`config.mk`:
```
export PLATFORM = sky130hd
export DESIGN_NAME = usb_boot_sequencer
export DESIGN_NICKNAME = d
export VERILOG_FILES = /design/src/rtl/usb_boot_pkg.sv /design/src/rtl/usb_boot_sequencer.sv
export SDC_FILE = /design/constraint.sdc
export NUM_CORES = 1
export LEC_CHECK = 0
export CAP_MARGIN = 10
export CORE_UTILIZATION = 58
export CTS_CLUSTER_DIAMETER = 100
export DETAILED_ROUTE_END_ITERATION = 12
export GPL_ROUTABILITY_DRIVEN = 0
export HOLD_SLACK_MARGIN = 0.15
export PLACE_DENSITY_LB_ADDON = 0.15
export SETUP_SLACK_MARGIN = 0.5
export SYNTH_ARGS = -nofsm -noshare
export SYNTH_HDL_FRONTEND = slang
export SYNTH_SLANG_ARGS = --single-unit
```
`constraint.sdc`:
```
create_clock -name clk -period 2.92 [get_ports clk]
set_input_delay 0.438 -clock clk [delete_from_list [all_inputs] [get_ports clk]]
set_output_delay 0.438 -clock clk [all_outputs]
set_load 0.01 [all_outputs]
```
`src/rtl/usb_boot_pkg.sv`:
```
// Shared types and default 48 MHz timing constants for the USB bootloader sequencer.
package usb_boot_pkg;

    // Sequencer states; the encoding is exported on state_dbg.
    typedef enum logic [2:0] {
        ST_WAIT_LOCK = 3'd0,
        ST_HOLD_RST  = 3'd1,
        ST_ATTACH    = 3'd2,
        ST_ACTIVE    = 3'd3,
        ST_DRAIN     = 3'd4,
        ST_BOOT      = 3'd5
    } state_e;

    // Default cycle counts at 48 MHz.
    localparam int unsigned DEF_RESET_CYCLES    = 32'd4800;       // 100 us
    localparam int unsigned DEF_HOST_TIMEOUT    = 32'd960000000;  // 20 s
    localparam int unsigned DEF_SOF_LOSS_CYCLES = 32'd144000;     // 3 ms
    localparam int unsigned DEF_DRAIN_CYCLES    = 32'd48000;      // 1 ms
    localparam logic [1:0]  DEF_BOOT_IMAGE      = 2'b01;

endpackage : usb_boot_pkg

```
`src/rtl/usb_boot_sequencer.sv`:
```
// USB bootloader bring-up / hand-off sequencer: waits for PLL lock, holds the
// USB engine in reset, enables the D+ pull-up, tracks host SOFs and fires
// SB_WARMBOOT on host timeout or on an explicit boot request.
module usb_boot_sequencer
    import usb_boot_pkg::*;
#(
    parameter int unsigned RESET_CYCLES    = DEF_RESET_CYCLES,
    parameter int unsigned HOST_TIMEOUT    = DEF_HOST_TIMEOUT,
    parameter int unsigned SOF_LOSS_CYCLES = DEF_SOF_LOSS_CYCLES,
    parameter int unsigned DRAIN_CYCLES    = DEF_DRAIN_CYCLES,
    parameter logic [1:0]  BOOT_IMAGE      = DEF_BOOT_IMAGE
) (
    input  logic       clk,
    input  logic       reset,
    input  logic       pll_lock,
    input  logic       sof_valid,
    input  logic       boot_req,
    output logic       usb_reset,
    output logic       usb_pu,
    output logic       host_present,
    output logic       warmboot_boot,
    output logic [1:0] warmboot_s,
    output logic [2:0] state_dbg
);

    // Terminal timer values; each state leaves when its timer reaches these.
    localparam logic [31:0] RESET_LAST = 32'(RESET_CYCLES - 1);
    localparam logic [31:0] HOST_LAST  = 32'(HOST_TIMEOUT - 1);
    localparam logic [31:0] LOSS_LAST  = 32'(SOF_LOSS_CYCLES - 1);
    localparam logic [31:0] DRAIN_LAST = 32'(DRAIN_CYCLES - 1);

    state_e      state_q, state_d;
    logic [31:0] timer_q, timer_d;
    logic        lock_meta_q, lock_s_q;
    logic        usb_reset_q, usb_reset_d;
    logic        usb_pu_q, usb_pu_d;
    logic        host_present_q, host_present_d;
    logic        warmboot_boot_q, warmboot_boot_d;

    // Next-state and timer: lock loss > boot_req > sof_valid > timeout.
    always_comb begin
        // NOTE: every signal gets a default first so no path leaves it unassigned (no latch).
        state_d = state_q;
        timer_d = timer_q + 32'd1;
        unique case (state_q)
            ST_WAIT_LOCK: begin
                timer_d = '0;
                if (lock_s_q) state_d = ST_HOLD_RST;
            end
            ST_HOLD_RST: begin
                if (timer_q == RESET_LAST) begin
                    state_d = ST_ATTACH;
                    timer_d = '0;
                end
            end
            ST_ATTACH: begin
                if (boot_req) begin
                    state_d = ST_DRAIN;
                    timer_d = '0;
                end else if (sof_valid) begin
                    state_d = ST_ACTIVE;
                    timer_d = '0;
                end else if (timer_q == HOST_LAST) begin
                    state_d = ST_BOOT;
                    timer_d = '0;
                end
            end
            ST_ACTIVE: begin
                if (boot_req) begin
                    state_d = ST_DRAIN;
                    timer_d = '0;
                end else if (sof_valid) begin
                    timer_d = '0;
                end else if (timer_q == LOSS_LAST) begin
                    // Host went quiet: re-arm the host timeout without resetting the engine.
                    state_d = ST_ATTACH;
                    timer_d = '0;
                end
            end
            ST_DRAIN: begin
                // Lets the pending IN ACK finish before the FPGA reconfigures.
                if (timer_q == DRAIN_LAST) begin
                    state_d = ST_BOOT;
                    timer_d = '0;
                end
            end
            ST_BOOT: begin
                timer_d = '0;
            end
            default: begin
                state_d = ST_WAIT_LOCK;
                timer_d = '0;
            end
        endcase
        // Losing lock restarts bring-up from anywhere except the terminal BOOT state.
        if (!lock_s_q && (state_q != ST_BOOT)) begin
            state_d = ST_WAIT_LOCK;
            timer_d = '0;
        end
    end

    // Output decode of the next state so the registered outputs line up with state_q.
    always_comb begin
        usb_reset_d     = (state_d == ST_WAIT_LOCK) || (state_d == ST_HOLD_RST) || (state_d == ST_BOOT);
        usb_pu_d        = (state_d == ST_ATTACH) || (state_d == ST_ACTIVE) || (state_d == ST_DRAIN);
        host_present_d  = (state_d == ST_ACTIVE);
        warmboot_boot_d = (state_d == ST_BOOT);
    end

    // State, timer, lock synchronizer and registered outputs.
    always_ff @(posedge clk) begin
        // NOTE: sequential state uses non-blocking assignments so all flops update together.
        if (reset) begin
            state_q         <= ST_WAIT_LOCK;
            timer_q         <= '0;
            lock_meta_q     <= 1'b0;
            lock_s_q        <= 1'b0;
            usb_reset_q     <= 1'b1;
            usb_pu_q        <= 1'b0;
            host_present_q  <= 1'b0;
            warmboot_boot_q <= 1'b0;
        end else begin
            state_q         <= state_d;
            timer_q         <= timer_d;
            lock_meta_q     <= pll_lock;
            lock_s_q        <= lock_meta_q;
            usb_reset_q     <= usb_reset_d;
            usb_pu_q        <= usb_pu_d;
            host_present_q  <= host_present_d;
            warmboot_boot_q <= warmboot_boot_d;
        end
    end

    assign usb_reset     = usb_reset_q;
    assign usb_pu        = usb_pu_q;
    assign host_present  = host_present_q;
    assign warmboot_boot = warmboot_boot_q;
    assign warmboot_s    = BOOT_IMAGE;
    assign state_dbg     = state_q;

endmodule : usb_boot_sequencer
```
==> results.md, run 1 <==
| Result | Reported | Unit |
| --- | --- | --- |
| Clock buffer count from CTS | 5 | - |
| Highest cell delay on the worst timing path | 550 | ps |
| Leading post-synthesis cells by instance count | 41 x dfxtp_1, 41 x nor2_1, 40 x nand2_1 | - |
| Flip-flop and latch count after synthesis | 41 | - |
| Post-route cell area | 2495 | um^2 |
| Ratio of cells with drive above 1 in the final layout | 10.21 | % |
| Core Box Area | 3468 | um^2 |
| Clock Pin Slew Worst Setup and Hold Paths | 80 | ps |
| Avg Cell Area, Syn | 7.933 | um^2 |
| Part of the power in registers | 50.1 | % |
| Routed WL | 4794 | um |
| Cells after synthesis | 276 | - |
| Switching share of power | 18.89 | % |
| Cell area after placement | 2316 | um^2 |
| Worst slew slack as a fraction of its limit | 58.45 | % |
| Pre-CTS setup slack | 471.2 | ps |
| Synth top area cells | dfxtp_1 37%, xor2_1 8.0%, nor2_1 7.0%, nand2_1 6.9%, xnor2_1 4.4% | - |
| Clock sink total | 41 | - |
| CP Cell Sequence | or4_4 > nor4_4 > nand4_2 > a2111o_1 > nand4b_1 > and2_1 | - |
| Placement Rows | 21 | - |
| Required time reported for the critical path endpoint | 3160 | ps |
| Initial cell density of the core | 63.13 | % |
| Endpoints failing setup | 0 | - |
| Area growth syn-to-layout | 13.94 | % |
| Type of origin of the critical path | flop | - |
| Clock group share of total power | 48.1 | % |
| Fin crit period | 2331 | ps |
| Top-level I/O count | 14 | - |
| Post-synthesis async set-or-reset flop share | 0 | % |
| Worst setup EP type | flop | - |
| Share of the core filled with cells | 71.93 | % |
| Dpl hpwl | 3210 | um |
| Max-slew violations | 0 | - |
| Result of the run | complete, no violations | - |
| Antenna violation net count after detailed routing | 0 | - |
| Deepest clock path buffer count | 2 | - |
| Final hold violations | 0 | - |
| Number of warnings issued by yosys | 0 | - |
| Power density over the cells | 449.1 | nW/um^2 |
| Maximum number of pins on one net before global-route repair | 33 | - |
| Smallest setup slack after layout | 588.9 | ps |
| Share of Yosys cell area claimed by the top area cell type | 37.49 | % |
| Horizontal die dimension | 63.44 | um |
| First-pass GRT wire length | 8107 | um |
| Net switching component of the power | 211.6 | uW |
| Final-layout setup total negative slack | 0 | ps |
| Combinational power share | 1.8 | % |
| TritonCTS clock tree | yes | - |
| GRT overflow | 0 | - |
| DRT iter0 DRCs | 142 | - |
| Yosys cell types | 43 | - |
| Peak supply drop | 0.0004234 | V |
| Actual slew at the worst max-slew pin | 621.4 | ps |
| Count of vias placed by the detailed router | 1,933 | - |
| Internal Power | 908.8 | uW |
| Layout Nets | 289 | - |
| Slowest cell on the critical path | or4_4 | - |
| Clk Latency, worst-skew pair | 300 | ps |
| Min-delay worst type | flop to flop | - |
| Count of max-cap constraint violations | 0 | - |
| Setup clock skew after layout | 5.270 | ps |
| Unrepaired setup endpoints after global routing | no | - |
| Antenna cells | 0 | - |
| Die Y-Extent | 63.44 | um |
| Antenna violations before repair | 0 | - |
| Dominant register cell in the synthesized netlist | dfxtp_1 | - |
| Gr usage total | 25.59 | % |
| Die Outline Area | 4025 | um^2 |
| Critical path peak fanout | 7 | - |
| Timing-limited maximum frequency | 429.0 | MHz |
| Final period util | 79.83 | % |
| CTS H-Tree Depth | 2 | - |
| CP top delay family | simple AND/OR/NAND/NOR gates | - |
| Routed wire per std cell | 14.53 | um |
| Master cell of the clock root buffer | clkbuf_8 | - |
| Number of enable-type register cells in the synthesized netlist | 0 | - |
| Cell type with the largest total area after synthesis | dfxtp_1 | - |
| Buffers & Inverters on Critical Path | 0 | - |
| Setup CP Type | flop to flop | - |
| I/O Buffers | 11 | - |
| Detailed-routing iteration count for the pre-antenna-repair pass | 4 | - |
| Sequential cell area fraction in the yosys report | 37.49 | % |
| Post-route DRC violation count | 0 | - |
| Syn_nets | 282 | - |
| Post-DR vias/cell | 5.858 | - |
| Leak pwr | 0.8863 | nW |
| Netlist area before placement | 2190 | um^2 |
| Critical path arrival | 2570 | ps |
| Via count of the first global-routing pass | 1,771 | - |
power groups by stage:
stage | sequential (mW) | combinational, mW | clock (mW)
global route | 0.561 | 0.0224 | 0.566
global placement | 0.574 | 0.0195 | 0
detailed placement | 0.574 | 0.0197 | 0
CTS | 0.561 | 0.0198 | 0.547
floorplan | 0.574 | 0.0122 | 0
finish | 0.561 | 0.0203 | 0.539
through the flow:
stage	total power, mW	hold slack, ps	std cells
floorplan	0.5861	413.8	276
global placement	0.5939	419.3	321
detailed placement	0.5942	442.6	321
CTS	1.128	463.2	329
global route	1.149	475.3	330
finish	1.120	456.7	330
kinds of logic after synthesis:
group,count (synthesis),synth area share [%]
adder cells (fa/ha/maj),1,0.5713
XOR/XNOR,31,12.40
other,2,0.3430
flip-flops,41,37.49
buffers and inverters,23,4.514
AND/OR/NAND/NOR,164,39.71
AO/OA/AOI/OAI,14,4.972
cell usage in the layout (no fill, tap or decap), types with 8 or more instances in the layout:
cell type / count
nor3_1: 11
xnor2_1: 11
nor2_1: 41
clkdlybuf4s50_1: 11
nor4_1: 11
inv_1: 8
nand2_1: 40
nand3_1: 16
xor2_1: 20
dfxtp_1: 41
nand4_1: 8
worst paths after layout:
check,startpoint,to,slack (ps),depth (start not counted)
worst max register to register,timer_q[20]$_SDFF_PP0_,host_present$_SDFF_PP0_,590,6
worst max-delay path,timer_q[20]$_SDFF_PP0_,host_present$_SDFF_PP0_,590,6
worst min-delay path,lock_meta_q$_SDFF_PP0_,lock_s_q$_SDFF_PP0_,460,1
worst min register to register,lock_meta_q$_SDFF_PP0_,lock_s_q$_SDFF_PP0_,460,1
flip-flops by register name, summed over array words and instances, names as in the netlist:
signal,flops
usb_reset,1
timer_q,32
state_dbg,3
usb_pu,1
host_present,1
warmboot_boot,1
lock_s_q,1
lock_meta_q,1
layout make-up:
class                      count  area, um^2
timing repair buffer          15       147.6
tap                           46       57.56
sequential                    41       820.8
fill                         296       973.4
clock buffer                   5       68.82
multi-input combinational    212        1305
clock inverter                 3       65.06
inverter                       8       30.03
timing repair:
item,in CTS,in global routing
hold buffers,0,0
buffers inserted,0,1
resized for setup,1,6
pin swaps,0,1
endpoints found under the setup margin,5,35
cloned,0,0
routing by layer:
layer  vias to the layer above  track usage (%)  share of wire (%)
li1                        956                -                  -
met1                       905            33.71                 48
met2                        65            40.56                 45
met3                         7            5.797                6.2
met4                         0            9.375               0.96
met5                         -                0                  0
Note: power is estimated with default switching activity, not from simulation.
==> inputs of run 2 (changes only) <==
clock period = 2.2 ns   (was 2.92 ns; I/O delays follow)
==> results.md, run 2 (synthesis results as in run 1) <==
| Result | Reported | Unit | vs previous |
| --- | --- | --- | --- |
| Core Box Area | 3468 | um^2 | unchanged |
| Timing-limited maximum frequency | 462.9 | MHz | was 429.0 MHz |
| Clock Pin Slew Worst Setup and Hold Paths | 80 | ps | about the same |
| Clock buffer count from CTS | 5 | - | unchanged |
| Antenna cells | 0 | - | unchanged |
| Final hold slack | 462.0 | ps | was 456.7 ps |
| I/O Buffers | 11 | - | unchanged |
| GRT overflow | 0 | - | unchanged |
| Area growth syn-to-layout | 28.91 | % | was 13.94% |
| Leak pwr | 1.080 | nW | was 0.8863 nW |
| Routed wire per std cell | 15.55 | um | was 14.53 um |
| Post-DR vias/cell | 5.818 | - | was 5.858 |
| Type of origin of the critical path | flop | - | unchanged |
| Antenna violation net count after detailed routing | 0 | - | unchanged |
| DP Cell Count | 343 | - | was 321 |
| Die Outline Area | 4025 | um^2 | unchanged |
| Net switching component of the power | 270.8 | uW | was 211.6 uW |
| First-pass GRT wire length | 9080 | um | was 8107 um |
| Part of the power in registers | 59.7 | % | was 50.1% |
| Non-filler instance count after layout | 357 | - | was 330 |
| Most common cell after layout, fill and taps aside | nor2_1 | - |  |
| Clock sink total | 41 | - | unchanged |
| Detailed-routing iteration count for the pre-antenna-repair pass | 4 | - | unchanged |
| Dpl hpwl | 3550 | um | was 3210 um |
| Switching share of power | 21.69 | % | was 18.89% |
| Unrepaired setup endpoints after global routing | yes | - | was no |
| Required time reported for the critical path endpoint | 2390 | ps | was 3160 ps |
| Cts-stage hold buffer count | 0 | - | unchanged |
| Result of the run | complete, no violations | - | unchanged |
| Final period util | 98.19 | % | was 79.83% |
| Layout Nets | 316 | - | was 289 |
| Count of max-cap constraint violations | 0 | - | unchanged |
| Sequential standard cell area | 833.3 | um^2 | was 820.8 um^2 |
| Critical path arrival | 2350 | ps | was 2570 ps |
| Setup clock skew after layout | 6.114 | ps | was 5.270 ps |
| Internal Power | 977.5 | uW | was 908.8 uW |
| Min-delay worst type | flop to flop | - | unchanged |
| Max FFs per register | 32 | - | unchanged |
| Combinational power share | 2.5 | % | was 1.8% |
| Fin crit period | 2160 | ps | was 2331 ps |
| Peak supply drop | 0.0004300 | V | was 0.0004234 V |
| Placement Rows | 21 | - | unchanged |
| Setup CP Type | flop to flop | - | unchanged |
| Power density over the cells | 442.2 | nW/um^2 | was 449.1 nW/um^2 |
| Routed WL | 5550 | um | was 4794 um |
| Area of combinational cells with multiple inputs | 1441 | um^2 | was 1305 um^2 |
| Initial cell density of the core | 63.13 | % | unchanged |
| Via count of the first global-routing pass | 1,984 | - | was 1,771 |
| Top-level I/O count | 14 | - | unchanged |
| Top register by number of flip-flops | timer_q | - | unchanged |
| Final hold violations | 0 | - | unchanged |
| Max-slew violations | 0 | - | unchanged |
| Commonest cells after routing, fill and taps aside | 41 x nor2_1, 39 x nand2_1, 31 x dfxtp_1 | - | was 41 x nor2_1, 41 x dfxtp_1, 40 x nand2_1 |
| Die Y-Extent | 63.44 | um | unchanged |
| Clk Latency, worst-skew pair | 300 | ps | about the same |
| Endpoints failing setup | 0 | - | unchanged |
| TritonCTS clock tree | yes | - | unchanged |
| Clock group share of total power | 37.8 | % | was 48.1% |
| Antenna violations before repair | 0 | - | unchanged |
| CTS H-Tree Depth | 2 | - | unchanged |
| Post-route DRC violation count | 0 | - | unchanged |
| Fill cell total of the finished layout | 215 | - | was 296 |
| Deepest clock path buffer count | 2 | - | unchanged |
| Maximum number of pins on one net before global-route repair | 32 | - | was 33 |
| Gr usage total | 28.96 | % | was 25.59% |
| DRT iter0 DRCs | 112 | - | was 142 |
| Horizontal die dimension | 63.44 | um | unchanged |
| Ratio of cells with drive above 1 in the final layout | 26.05 | % | was 10.21% |
| Count of vias placed by the detailed router | 2,077 | - | was 1,933 |
| Worst setup EP type | flop | - | unchanged |
| Master cell of the clock root buffer | clkbuf_8 | - | unchanged |
| Critical path peak fanout | 3 | - | was 7 |
## run 2: layer usage
layer | vias up | GRT usage (%) | share of wire, %
li1 | 1014 | - | -
met1 | 1013 | 33.59 | 44
met2 | 37 | 51.60 | 52
met3 | 13 | 6.522 | 2.8
met4 | 0 | 9.943 | 1.9
met5 | - | 0 | 0
## run 2: cell type report
type                            instances  area share, %
Inverter                                8          1.064
Clock buffer                            6          2.571
Timing Repair Buffer                   42          13.39
Clock inverter                          2         0.3546
Multi-Input combinational cell        212          51.06
Sequential cell                        41          29.52
Tap cell                               46          2.039
## run 2: metrics by stage
step / power (mW) / instance area (um^2) / util (%) / setup TNS, ps / setup slack [ps]
floorplan: 0.7794 / 2308 / - / 0 / 177.4
global placement: 0.7903 / 2594 / 74.78 / 0 / 40.61
detailed placement: 0.7906 / 2594 / 74.78 / 0 / 39.87
CTS: 1.255 / 2760 / 79.58 / 0 / 103.0
global route: 1.295 / 2823 / 81.39 / -206.2 / -64.46
finish: 1.248 / 2823 / 81.39 / 0 / 39.75
## run 2: power by group through the flow
| stage | Clock [mW] | Combinational (mW) | Sequential, mW |
|---|---|---|---|
| after floorplan | 0 | 0.0178 | 0.762 |
| after global placement | 0 | 0.0279 | 0.762 |
| after detailed placement | 0 | 0.0282 | 0.762 |
| after CTS | 0.481 | 0.0285 | 0.745 |
| after global routing | 0.517 | 0.0326 | 0.745 |
| final | 0.472 | 0.0311 | 0.745 |
## run 2: final timing paths
kind	from	end	slack, ps	cells after the start
worst max-delay path	timer_q[24]$_SDFF_PP0_	host_present$_SDFF_PP0_	40	8
worst min-delay path	lock_meta_q$_SDFF_PP0_	lock_s_q$_SDFF_PP0_	460	1
worst max register to register	timer_q[24]$_SDFF_PP0_	host_present$_SDFF_PP0_	40	8
worst min register to register	lock_meta_q$_SDFF_PP0_	lock_s_q$_SDFF_PP0_	460	1
## run 2: critical path, stage by stage, from the launching register on
cell      delay (ps)
dfxtp_2          320
or4_4            540
nor4_4           280
buf_4            200
buf_6            100
a41oi_2          110
o21ai_1          160
nand4b_1         160
and2_1           200
## run 2: repair_timing
item | 4_1_cts | 5_1_grt
hold endpoints to repair | 0 | 0
pin swaps | 5 | 3
cloned | 0 | 0
setup endpoints to repair | 40 | 40
buffers inserted | 6 | 0
gates resized for setup | 11 | 13
==> inputs of run 3 (changes only) <==
CTS_CLUSTER_DIAMETER = 50   (was 100)
==> results of run 3 <==
The final DEF is identical to that of run 2; final timing and power are the same.
==> variant 1 (settings of run 1) <==
The package constant `DEF_RESET_CYCLES` goes from 32'd4800 to 32'd4096.
--- a/src/rtl/usb_boot_pkg.sv
+++ b/src/rtl/usb_boot_pkg.sv
@@ -13,5 +13,5 @@
 
     // Default cycle counts at 48 MHz.
-    localparam int unsigned DEF_RESET_CYCLES    = 32'd4800;       // 100 us
+    localparam int unsigned DEF_RESET_CYCLES    = 32'd4096;       // 100 us
     localparam int unsigned DEF_HOST_TIMEOUT    = 32'd960000000;  // 20 s
     localparam int unsigned DEF_SOF_LOSS_CYCLES = 32'd144000;     // 3 ms
Behaviour: no difference found for any inputs over 10 cycles, from zero or initial values and one cycle with reset high; that may be too few to reach the edited logic, so the function may still have changed.
==> variant 1 against run 1 <==
- non-clock buffer count unchanged
- synthesized area decreased by 4.6%
- cell area decreased by 9.2%
- final cell count decreased by 12%
- wire length decreased by 11%
- setup slack improved by 0.23 ns
- sequential cell count unchanged
- total power decreased by 24%
==> variant 1: results <==
{
  "dr_wl_met3_um": 245,
  "rr_worst_depth": 7,
  "clock-root-buffer": "clkbuf_4",
  "outcome": "finished, final reports clean",
  "cp_max_fo": 17,
  "grt_util_all_layers_pct": 23.63,
  "grt_use_met1_pct": 28.59,
  "multi_input_comb_cells": 174,
  "grt_max_degree": 20,
  "synth.area.top_cells": "dfxtp_1, xor2_1, a21oi_1, xnor2_1, nand3_1",
  "ys_types": 46,
  "clock_cell_area_share_pct": 2.430,
  "yosysSeqAreaShare_pct": 39.30,
  "n_fill_cell": 288,
  "p_leak_nw": 0.7266,
  "hpwl_um": 3096,
  "dieArea_sq_um": 3845,
  "synth_xor_area_share_pct": 11.74,
  "wl_per_cell_um": 14.74,
  "path_clk_slew_ns": 0.12,
  "cts_buffer_depth": 2,
  "reg2reg_slack_ns": 0.82,
  "drive_above_1_share_pct": 8.230,
  "skew_ns": 0.01687,
  "synth_nets": 242,
  "synth-compound-area-share_pct": 15.70,
  "grt_util_met2_pct": 40.73,
  "synth_common_cells": "dfxtp_1, a21oi_1, xor2_1",
  "route.vias.total": 1810,
  "crit_path_end_kind": "flip-flop",
  "cp-startpoint": "timer_q[0]$_SDFF_PP0_",
  "dpl_cell_area_sq_um": 2211,
  "slowest_stage": "dfxtp_1",
  "n_all_inverters": 5,
  "clkLatencyLatePin_ns": 0.35,
  "synth_fa_ha_area_share_pct": 0.5992,
  "met1Wirelength_um": 1864,
  "tightest_slew_ns": 0.7426,
  "peakVddDrop_mv": 0.3148,
  "sh_seq_area_pct": 36.22,
  "cts_resized": 0,
  "wl_met2_um": 2114,
  "grt_pass1_wl_um": 6699,
  "cp.arrival_ns": 2.33,
  "grt_pass1_vias": 1561,
  "crit_path_max_incr_delay_ns": 0.40,
  "final_nets": 248,
  "gr-usage-met3_pct": 6.625,
  "r2r-end": "timer_q[17]$_SDFF_PP0_"
}
[variant 1: stage by stage]
stage | cells | utilization [%] | hold slack (ns) | power (mW) | setup slack, ns
finish | 289 | 66.85 | 0.4638 | 0.8531 | 0.8238
global route | 289 | 66.85 | 0.4921 | 0.8863 | 0.5710
CTS | 289 | 66.85 | 0.4668 | 0.8574 | 0.8256
detailed placement | 281 | 65.23 | 0.4425 | 0.5905 | 0.8296
global placement | 281 | 65.23 | 0.4233 | 0.5900 | 0.9011
floorplan | 236 | - | 0.4138 | 0.5836 | 0.9664
[variant 1: report_power, final]
part | internal [mW] | leakage, nW | switching [mW]
sequential | 0.561 | 0.331 | 0.00143
combinational | 0.00896 | 0.365 | 0.00703
clock | 0.0909 | 0.0310 | 0.184
[variant 1: worst max-delay path: cells and delay by family, from the launching register on]
family,cells,cell delay [ns]
adder cells (fa/ha/maj),1,0.24
AO/OA/AOI/OAI,3,0.59
flip-flops,1,0.40
AND/OR/NAND/NOR,2,0.52
buffers and inverters,1,0.24
==> variant 2 (config.mk and constraints of run 1) <==
Without the edit above. Register the output `state_dbg` once more, with the module's reset; this adds one clock of latency there. The other outputs are not delayed to match.
--- a/src/rtl/usb_boot_sequencer.sv
+++ b/src/rtl/usb_boot_sequencer.sv
@@ -137,5 +137,11 @@
     assign warmboot_boot = warmboot_boot_q;
     assign warmboot_s    = BOOT_IMAGE;
-    assign state_dbg     = state_q;
+    always_ff @(posedge clk) begin
+        if (reset) begin
+            state_dbg <= '0;
+        end else begin
+            state_dbg <= state_q;
+        end
+    end
 
 endmodule : usb_boot_sequencer
Function: changed (a bounded check fails within 4 cycles, from zero or initial values and one cycle with reset high).
==> variant 2 against run 1 <==
- maximum frequency decreased by 2.1%
- combinational power increased by 30%
- sequential share of layout area increased by 0.90 points
- wire length increased by 3.4%
- critical endpoint is now timer_q[0]$_SDFF_PP0_
- die area increased by 4.7%
- sequential cell count increased by 3
- setup slack got worse by 0.050 ns
- cell area increased by 4.5%
- total power decreased by 2.3%
- synthesized area increased by 4.8%
==> variant 2: results <==
{
  "wl_met2_um": 2293,
  "dpl_cell_area_sq_um": 2429,
  "cts_resized": 2,
  "multi_input_comb_cells": 219,
  "clock_cell_area_share_pct": 4.273,
  "outcome": "finished, final reports clean",
  "p_leak_nw": 0.8990,
  "placed_cells": 335,
  "vias_per_cell": 5.733,
  "final_nets": 301,
  "n_fill_cell": 293,
  "synth_nets": 292,
  "rr_worst_depth": 7,
  "r2r-end": "timer_q[0]$_SDFF_PP0_",
  "crit-reg2reg-launch": "timer_q[16]$_SDFF_PP0_",
  "grt_pass1_wl_um": 8293,
  "peakVddDrop_mv": 0.3488,
  "synth_fa_ha_area_share_pct": 0.5453,
  "grt_util_all_layers_pct": 25.75,
  "wl_per_cell_um": 14.41,
  "powerDensity_nw_per_um2": 419.9,
  "place_ws_ns": 0.3885,
  "sh_seq_area_pct": 33.80,
  "multi_input_area_sq_um": 1343,
  "syn_inst": 286,
  "skew_ns": 0.007197,
  "cp_max_fo": 9,
  "max_freq_ghz": 0.4200,
  "met1Wirelength_um": 2337,
  "design.seq.count": 44,
  "synth_common_cells": "nand2_1, dfxtp_1, nor2_1",
  "buffers_excl_clock": 20,
  "hold_ws_ns": 0.4693,
  "dr_wl_met3_um": 251,
  "area_growth_syn_to_layout_pct": 13.58,
  "drtIter0Drc": 174,
  "n_all_inverters": 5,
  "cp.arrival_ns": 2.56
}
variant 2: how the worst max path moves through the flow:
stage,cells past startpoint,startpoint,to
after global placement,7,timer_q[16]$_SDFF_PP0_,timer_q[0]$_SDFF_PP0_
after floorplan,9,timer_q[0]$_SDFF_PP0_,timer_q[0]$_SDFF_PP0_
after CTS,7,timer_q[16]$_SDFF_PP0_,timer_q[0]$_SDFF_PP0_
final,7,timer_q[16]$_SDFF_PP0_,timer_q[0]$_SDFF_PP0_
after detailed placement,8,timer_q[0]$_SDFF_PP0_,timer_q[0]$_SDFF_PP0_
after global routing,8,timer_q[0]$_SDFF_PP0_,timer_q[22]$_SDFF_PP0_
variant 2: where the power goes:
part	internal, mW	total [mW]	switching [mW]
registers	0.601	0.603	0.00193
logic	0.0126	0.0264	0.0138
clock network	0.253	0.465	0.212
variant 2: layer usage:
metal / vias up / track usage (%)
met4: 0 / 8.333
met5: - / 0
met3: 9 / 5.810
li1: 993 / -
met2: 58 / 40.23
met1: 912 / 34.82
